`config.mk`:
```
export PLATFORM = sky130hd
export DESIGN_NAME = zipo_mem_arbiter
export DESIGN_NICKNAME = d
export VERILOG_FILES = /design/src/rtl/zipo_mem_arbiter_pkg.sv /design/src/rtl/zipo_rr_arbiter.sv /design/src/rtl/zipo_mem_arbiter.sv
export SDC_FILE = /design/constraint.sdc
export NUM_CORES = 1
export LEC_CHECK = 0
export BUFFER_PORTS_ARGS = -buffer_cell sky130_fd_sc_hd__buf_4
export CORE_AREA = 2 2 205 207
export DETAILED_ROUTE_END_ITERATION = 10
export DIE_AREA = 0 0 207 209
export PLACE_DENSITY = 0.48
export SETUP_SLACK_MARGIN = 0.1
export SYNTH_ARGS = -nofsm -noshare
export SYNTH_HDL_FRONTEND = slang
export SYNTH_SLANG_ARGS = --single-unit
```
`constraint.sdc`:
```
create_clock -name clk -period 8.7 [get_ports clk]
set_clock_uncertainty 0.1 [all_clocks]
set_input_delay 0.87 -clock clk [delete_from_list [all_inputs] [get_ports clk]]
set_output_delay 0.87 -clock clk [all_outputs]
set_load 0.05 [all_outputs]
```
`src/rtl/zipo_mem_arbiter_pkg.sv`:
```
// Shared definitions for the zipo memory arbiter.
// Contents:
//   state_t  - sequencer FSM states (IDLE, ACCESS)
//   owner_t  - requester identity (OWN_IF = fetch, OWN_D = load/store)
//   RW_READ / RW_WRITE - mem_rw encodings
//   CNT_W    - width of the access latency counter
package zipo_mem_arbiter_pkg;

    typedef enum logic {
        ST_IDLE   = 1'b0,
        ST_ACCESS = 1'b1
    } state_t;

    typedef enum logic {
        OWN_IF = 1'b0,
        OWN_D  = 1'b1
    } owner_t;

    localparam logic RW_READ  = 1'b0;
    localparam logic RW_WRITE = 1'b1;

    localparam int CNT_W = 4;

endpackage

```
`src/rtl/zipo_rr_arbiter.sv`:
```
// Two-way round-robin picker (purely combinational).
// Ports:
//   req[1:0]   in  - request vector, bit 0 = fetch, bit 1 = data
//   last       in  - port granted most recently
//   grant[1:0] out - one-hot grant (all zero when nothing requests)
import zipo_mem_arbiter_pkg::*;

module zipo_rr_arbiter (
    input  logic [1:0] req,
    input  owner_t     last,
    output logic [1:0] grant
);

    always_comb begin
        grant = req;
        // On contention the port that did not win last time goes next.
        if (req == 2'b11) begin
            grant = (last == OWN_IF) ? 2'b10 : 2'b01;
        end
    end

endmodule

```
`src/rtl/zipo_mem_arbiter.sv`:
```
// Arbiter and sequencer for the single 64-bit memory port shared by the
// instruction-fetch path and the load/store path.
// One access at a time: a grant in IDLE latches the bus registers, the bus is
// held for MEM_LATENCY cycles, then read data / completion is returned to the
// owning requester as a one-cycle registered rvalid pulse.
// Ports:
//   clk, rst                       - clock, asynchronous active-high reset
//   if_req/if_addr                 - fetch request (held until if_gnt)
//   if_gnt/if_rvalid/if_rdata      - fetch accept, completion pulse, word
//   d_req/d_we/d_addr/d_wdata      - data request (held until d_gnt)
//   d_gnt/d_rvalid/d_rdata         - data accept, completion pulse, load data
//   mem_rw/mem_addr/mem_write      - memory bus command (registered)
//   mem_read                       - memory read data, sampled on last cycle
// Handshake: a req is accepted in the cycle its gnt is high (combinational,
// IDLE only); the address/data are sampled on that same clock edge. A req
// still high afterwards is treated as a fresh request at the next IDLE.
import zipo_mem_arbiter_pkg::*;

module zipo_mem_arbiter #(
    parameter int MEM_LATENCY = 1,
    parameter int DATA_W      = 64
) (
    input  logic              clk,
    input  logic              rst,
    input  logic              if_req,
    input  logic [DATA_W-1:0] if_addr,
    output logic              if_gnt,
    output logic              if_rvalid,
    output logic [DATA_W-1:0] if_rdata,
    input  logic              d_req,
    input  logic              d_we,
    input  logic [DATA_W-1:0] d_addr,
    input  logic [DATA_W-1:0] d_wdata,
    output logic              d_gnt,
    output logic              d_rvalid,
    output logic [DATA_W-1:0] d_rdata,
    output logic              mem_rw,
    output logic [DATA_W-1:0] mem_addr,
    output logic [DATA_W-1:0] mem_write,
    input  logic [DATA_W-1:0] mem_read
);

    localparam logic [CNT_W-1:0] CNT_LOAD = CNT_W'(MEM_LATENCY - 1);

    state_t              state_q, state_d;
    owner_t              owner_q, owner_d;
    owner_t              last_q, last_d;
    logic [CNT_W-1:0]    cnt_q, cnt_d;
    logic                mem_rw_q, mem_rw_d;
    logic [DATA_W-1:0]   mem_addr_q, mem_addr_d;
    logic [DATA_W-1:0]   mem_write_q, mem_write_d;
    logic                if_rvalid_q, if_rvalid_d;
    logic [DATA_W-1:0]   if_rdata_q, if_rdata_d;
    logic                d_rvalid_q, d_rvalid_d;
    logic [DATA_W-1:0]   d_rdata_q, d_rdata_d;

    logic [1:0]          grant;

    zipo_rr_arbiter u_rr (
        .req   ({d_req, if_req}),
        .last  (last_q),
        .grant (grant)
    );

    always_comb begin
        state_d     = state_q;
        owner_d     = owner_q;
        last_d      = last_q;
        cnt_d       = cnt_q;
        mem_rw_d    = mem_rw_q;
        mem_addr_d  = mem_addr_q;
        mem_write_d = mem_write_q;
        if_rdata_d  = if_rdata_q;
        d_rdata_d   = d_rdata_q;
        if_rvalid_d = 1'b0;
        d_rvalid_d  = 1'b0;
        if_gnt      = 1'b0;
        d_gnt       = 1'b0;

        case (state_q)
            ST_IDLE: begin
                if_gnt = grant[0];
                d_gnt  = grant[1];
                if (grant[1]) begin
                    owner_d    = OWN_D;
                    mem_addr_d = d_addr;
                    mem_rw_d   = d_we ? RW_WRITE : RW_READ;
                    if (d_we) begin
                        mem_write_d = d_wdata;
                    end
                end else if (grant[0]) begin
                    owner_d    = OWN_IF;
                    mem_addr_d = if_addr;
                    mem_rw_d   = RW_READ;
                end
                if (grant != 2'b00) begin
                    last_d  = owner_d;
                    cnt_d   = CNT_LOAD;
                    state_d = ST_ACCESS;
                end
            end

            ST_ACCESS: begin
                if (cnt_q == '0) begin
                    // mem_rw_q still tells a store from a load here; it is
                    // only dropped on this same edge.
                    if (owner_q == OWN_IF) begin
                        if_rdata_d  = mem_read;
                        if_rvalid_d = 1'b1;
                    end else begin
                        if (mem_rw_q == RW_READ) begin
                            d_rdata_d = mem_read;
                        end
                        d_rvalid_d = 1'b1;
                    end
                    mem_rw_d = RW_READ;
                    state_d  = ST_IDLE;
                end else begin
                    cnt_d = cnt_q - 4'd1;
                end
            end

            default: begin
                state_d = ST_IDLE;
            end
        endcase
    end

    always_ff @(posedge clk or posedge rst) begin
        if (rst) begin
            state_q     <= ST_IDLE;
            owner_q     <= OWN_IF;
            last_q      <= OWN_D;
            cnt_q       <= '0;
            mem_rw_q    <= RW_READ;
            mem_addr_q  <= '0;
            mem_write_q <= '0;
            if_rvalid_q <= 1'b0;
            if_rdata_q  <= '0;
            d_rvalid_q  <= 1'b0;
            d_rdata_q   <= '0;
        end else begin
            state_q     <= state_d;
            owner_q     <= owner_d;
            last_q      <= last_d;
            cnt_q       <= cnt_d;
            mem_rw_q    <= mem_rw_d;
            mem_addr_q  <= mem_addr_d;
            mem_write_q <= mem_write_d;
            if_rvalid_q <= if_rvalid_d;
            if_rdata_q  <= if_rdata_d;
            d_rvalid_q  <= d_rvalid_d;
            d_rdata_q   <= d_rdata_d;
        end
    end

    assign if_rvalid = if_rvalid_q;
    assign if_rdata  = if_rdata_q;
    assign d_rvalid  = d_rvalid_q;
    assign d_rdata   = d_rdata_q;
    assign mem_rw    = mem_rw_q;
    assign mem_addr  = mem_addr_q;
    assign mem_write = mem_write_q;

endmodule

```
==> results.sh <==
export IMPL_wl_um=34700
export IMPL_synth_area_leaders="dfrtp_1, mux2_2, mux2_4"
export IMPL_grt_pass1_vias=8643
export IMPL_tightest_slew_ns=0.991
export IMPL_ant_nets=0
export IMPL_crit_path_end_kind="register"
export IMPL_track_usage=0.157
export IMPL_r2r_end="d_rdata[60]$_DFFE_PP0P_"
export IMPL_nNetsFinal=1580
export IMPL_setup_violations=0
export IMPL_fin_setup_tns_ns=0
export IMPL_synthTopCellsByCount="dfrtp_1, mux2_2, a21oi_1"
export IMPL_r2r_start="cnt_q[0]$_DFFE_PP0P_"
export IMPL_synth_fp_nets=1065
export IMPL_dp_hpwl_um=24600
export IMPL_routedWlPerCell_um=18.4
export IMPL_path_buf_inv=2
export IMPL_relSlewSlack=0.340
export IMPL_antenna_found_initial=0
export IMPL_ys_flop_type="dfrtp_1"
export IMPL_grt_max_degree=168
export IMPL_met3_usage=0.0616
export IMPL_port_buffers=521
export IMPL_diodes=0
export IMPL_grt_first_pass_wirelength_um=53200
export IMPL_postCtsHoldBufs=0
export IMPL_synth_top_area_frac=0.621
export IMPL_holdWs_ns=0.356
export IMPL_hp_class="in -> async"
export IMPL_fin_crit_sh=0.316
export IMPL_post_cts_resized=0
export IMPL_overflow=0
export IMPL_dieArea_um2=43300
export IMPL_crit_required_ns=9.02
export IMPL_insertion_delay_ns=0.53
export IMPL_cts_buffer_depth=3
export IMPL_clk_pin_slew_worst_paths_ns=0.06
export IMPL_maxSlewViolCount=0
export IMPL_drt_initial_drc_count=307
export IMPL_pin_count=522
export IMPL_p_total_uw=8270
export IMPL_grt_setup_unrepaired="false"
export IMPL_cp_slowest_cell="buf_4"
export IMPL_synthToLayoutAreaGrowth_pct=52.3
export IMPL_die_h_um=209
export IMPL_gp_congestion=0.747
export IMPL_netlist_area_um2=10700
export IMPL_numCtsBuffers=34
export IMPL_grt_use_met1=0.201
export IMPL_finalHoldViolCount=0
export IMPL_worstSetupStartpointType="register"
export IMPL_power_density_nw_per_um2=508
export IMPL_synth_largest_area_cell="dfrtp_1"
export IMPL_synth_most_common_cell="dfrtp_1"
export IMPL_cts_setup_buffers=0
export IMPL_arrival_ns=3.06
export IMPL_ys_warn_count=0
export IMPL_status="finished clean"
export IMPL_synth_edf_count=0
export IMPL_dp_cells=1820
export IMPL_die_w_um=207
export IMPL_via_per_inst=4.38
export IMPL_synthArstFlopShare=1.00
export IMPL_drcViolationCount=0
export IMPL_start_util=0.259
export IMPL_grt_busiest_layer="met2"
export IMPL_core_um2=41300
export IMPL_htreeDepth=2
export IMPL_netlist_instances=802
export IMPL_drtPass1Iterations=4
export IMPL_r2r_cells=6
export IMPL_layout_drive_gt1_share=0.588
export IMPL_ys_ff_latch=266
export IMPL_synth_distinct_cells=32
export IMPL_r2r_slack_ns=5.95
export IMPL_fin_util=0.394
export IMPL_grt_use_met2=0.243
export IMPL_ir_drop_mv=0.223
export IMPL_crit_path_max_fanout=42
export IMPL_cts_tree="done"
export IMPL_maxCapViolCount=0
export IMPL_rows=75
export IMPL_avgSynthCellArea_um2=13.3
export IMPL_num_vias=8237
export IMPL_path_class="reg -> reg"
export IMPL_yosysSeqAreaShare=0.624
export IMPL_max_stage_delay_ns=0.75
export IMPL_max_clock_freq_ghz=0.364
export IMPL_worstPathCellList="inv_1 -> ha_1 -> nand4bb_2 -> or3_4 -> buf_4 -> mux2_2"
export IMPL_period_needed_ns=2.75
export IMPL_cts_sinks=266
export IMPL_clockRootBuffer="clkbuf_16"
export IMPL_final_cells=1882
export IMPL_crit_family="buffers and inverters"
export IMPL_power_leakage_uw=0.00797
[worst max-delay path by stage]
stage	start	to	cells after the start
3_5_place_dp	d_req	mem_write[44]$_DFFE_PP0P_	5
4_1_cts	last_q$_DFFE_PP1P_	if_gnt	3
5_1_grt	last_q$_DFFE_PP1P_	if_gnt	3
2_1_floorplan	rst	cnt_q[0]$_DFFE_PP0P_	1
6_report	cnt_q[0]$_DFFE_PP0P_	d_rdata[60]$_DFFE_PP0P_	6
3_3_place_gp	d_req	mem_write[28]$_DFFE_PP0P_	5
[placed cells by master, fill, tap and decap left out, drive strengths merged, types with 2 or more instances in the layout]
master,Yosys,routed
clkbuf,26,48
ha,2,2
mux2,192,192
nand3,3,3
bufinv,0,2
o22ai,3,3
nand3b,2,2
nor2,67,67
buf,24,529
clkinv,0,9
dfrtp,265,265
nor2b,2,2
inv,4,6
a21oi,128,128
nand2,68,68
[cell type report]
type	count	area [um^2]
Clock inverter	14	141
Clock buffer	48	993
Inverter	4	22.5
Sequential cell	266	6660
Tap cell	539	674
Multi-Input combinational cell	482	3790
Fill cell	4017	25000
Timing Repair Buffer	529	3980
[metrics by stage]
stage	cell area, um^2	setup slack (ns)
floorplan	10700	0.406
global placement	15100	5.92
detailed placement	15100	5.92
CTS	16300	5.95
global route	16300	5.84
finish	16300	5.95
[where the power goes]
part	switching [uW]	total [uW]	internal, uW
clock network	557	1420	860
logic	3060	4610	1550
registers	362	2240	1870
[cell families after synthesis]
family,after synthesis,share of synthesized area
compound gates,139,0.0680
simple gates,149,0.0570
buf+inv,54,0.0255
fa+ha+maj,2,0.00234
flops,266,0.624
mux,192,0.224
[registers in the layout, indices dropped and copies added, names as in the netlist]
register and flops:
cnt_q 4, last_q 1, mem_rw 1, state_q 1, d_rvalid 1, mem_addr 64
if_rdata 64, d_rdata 64, owner_q 1, if_rvalid 1, mem_write 64
[metal layers]
layer | wire length, um | share of wire | up-vias
li1 | - | - | 3807
met2 | 16000 | 0.46 | 371
met5 | 0 | 0 | -
met3 | 3150 | 0.091 | 50
met4 | 837 | 0.024 | 0
met1 | 14700 | 0.42 | 4009
Power figures use the tool's default switching activity.
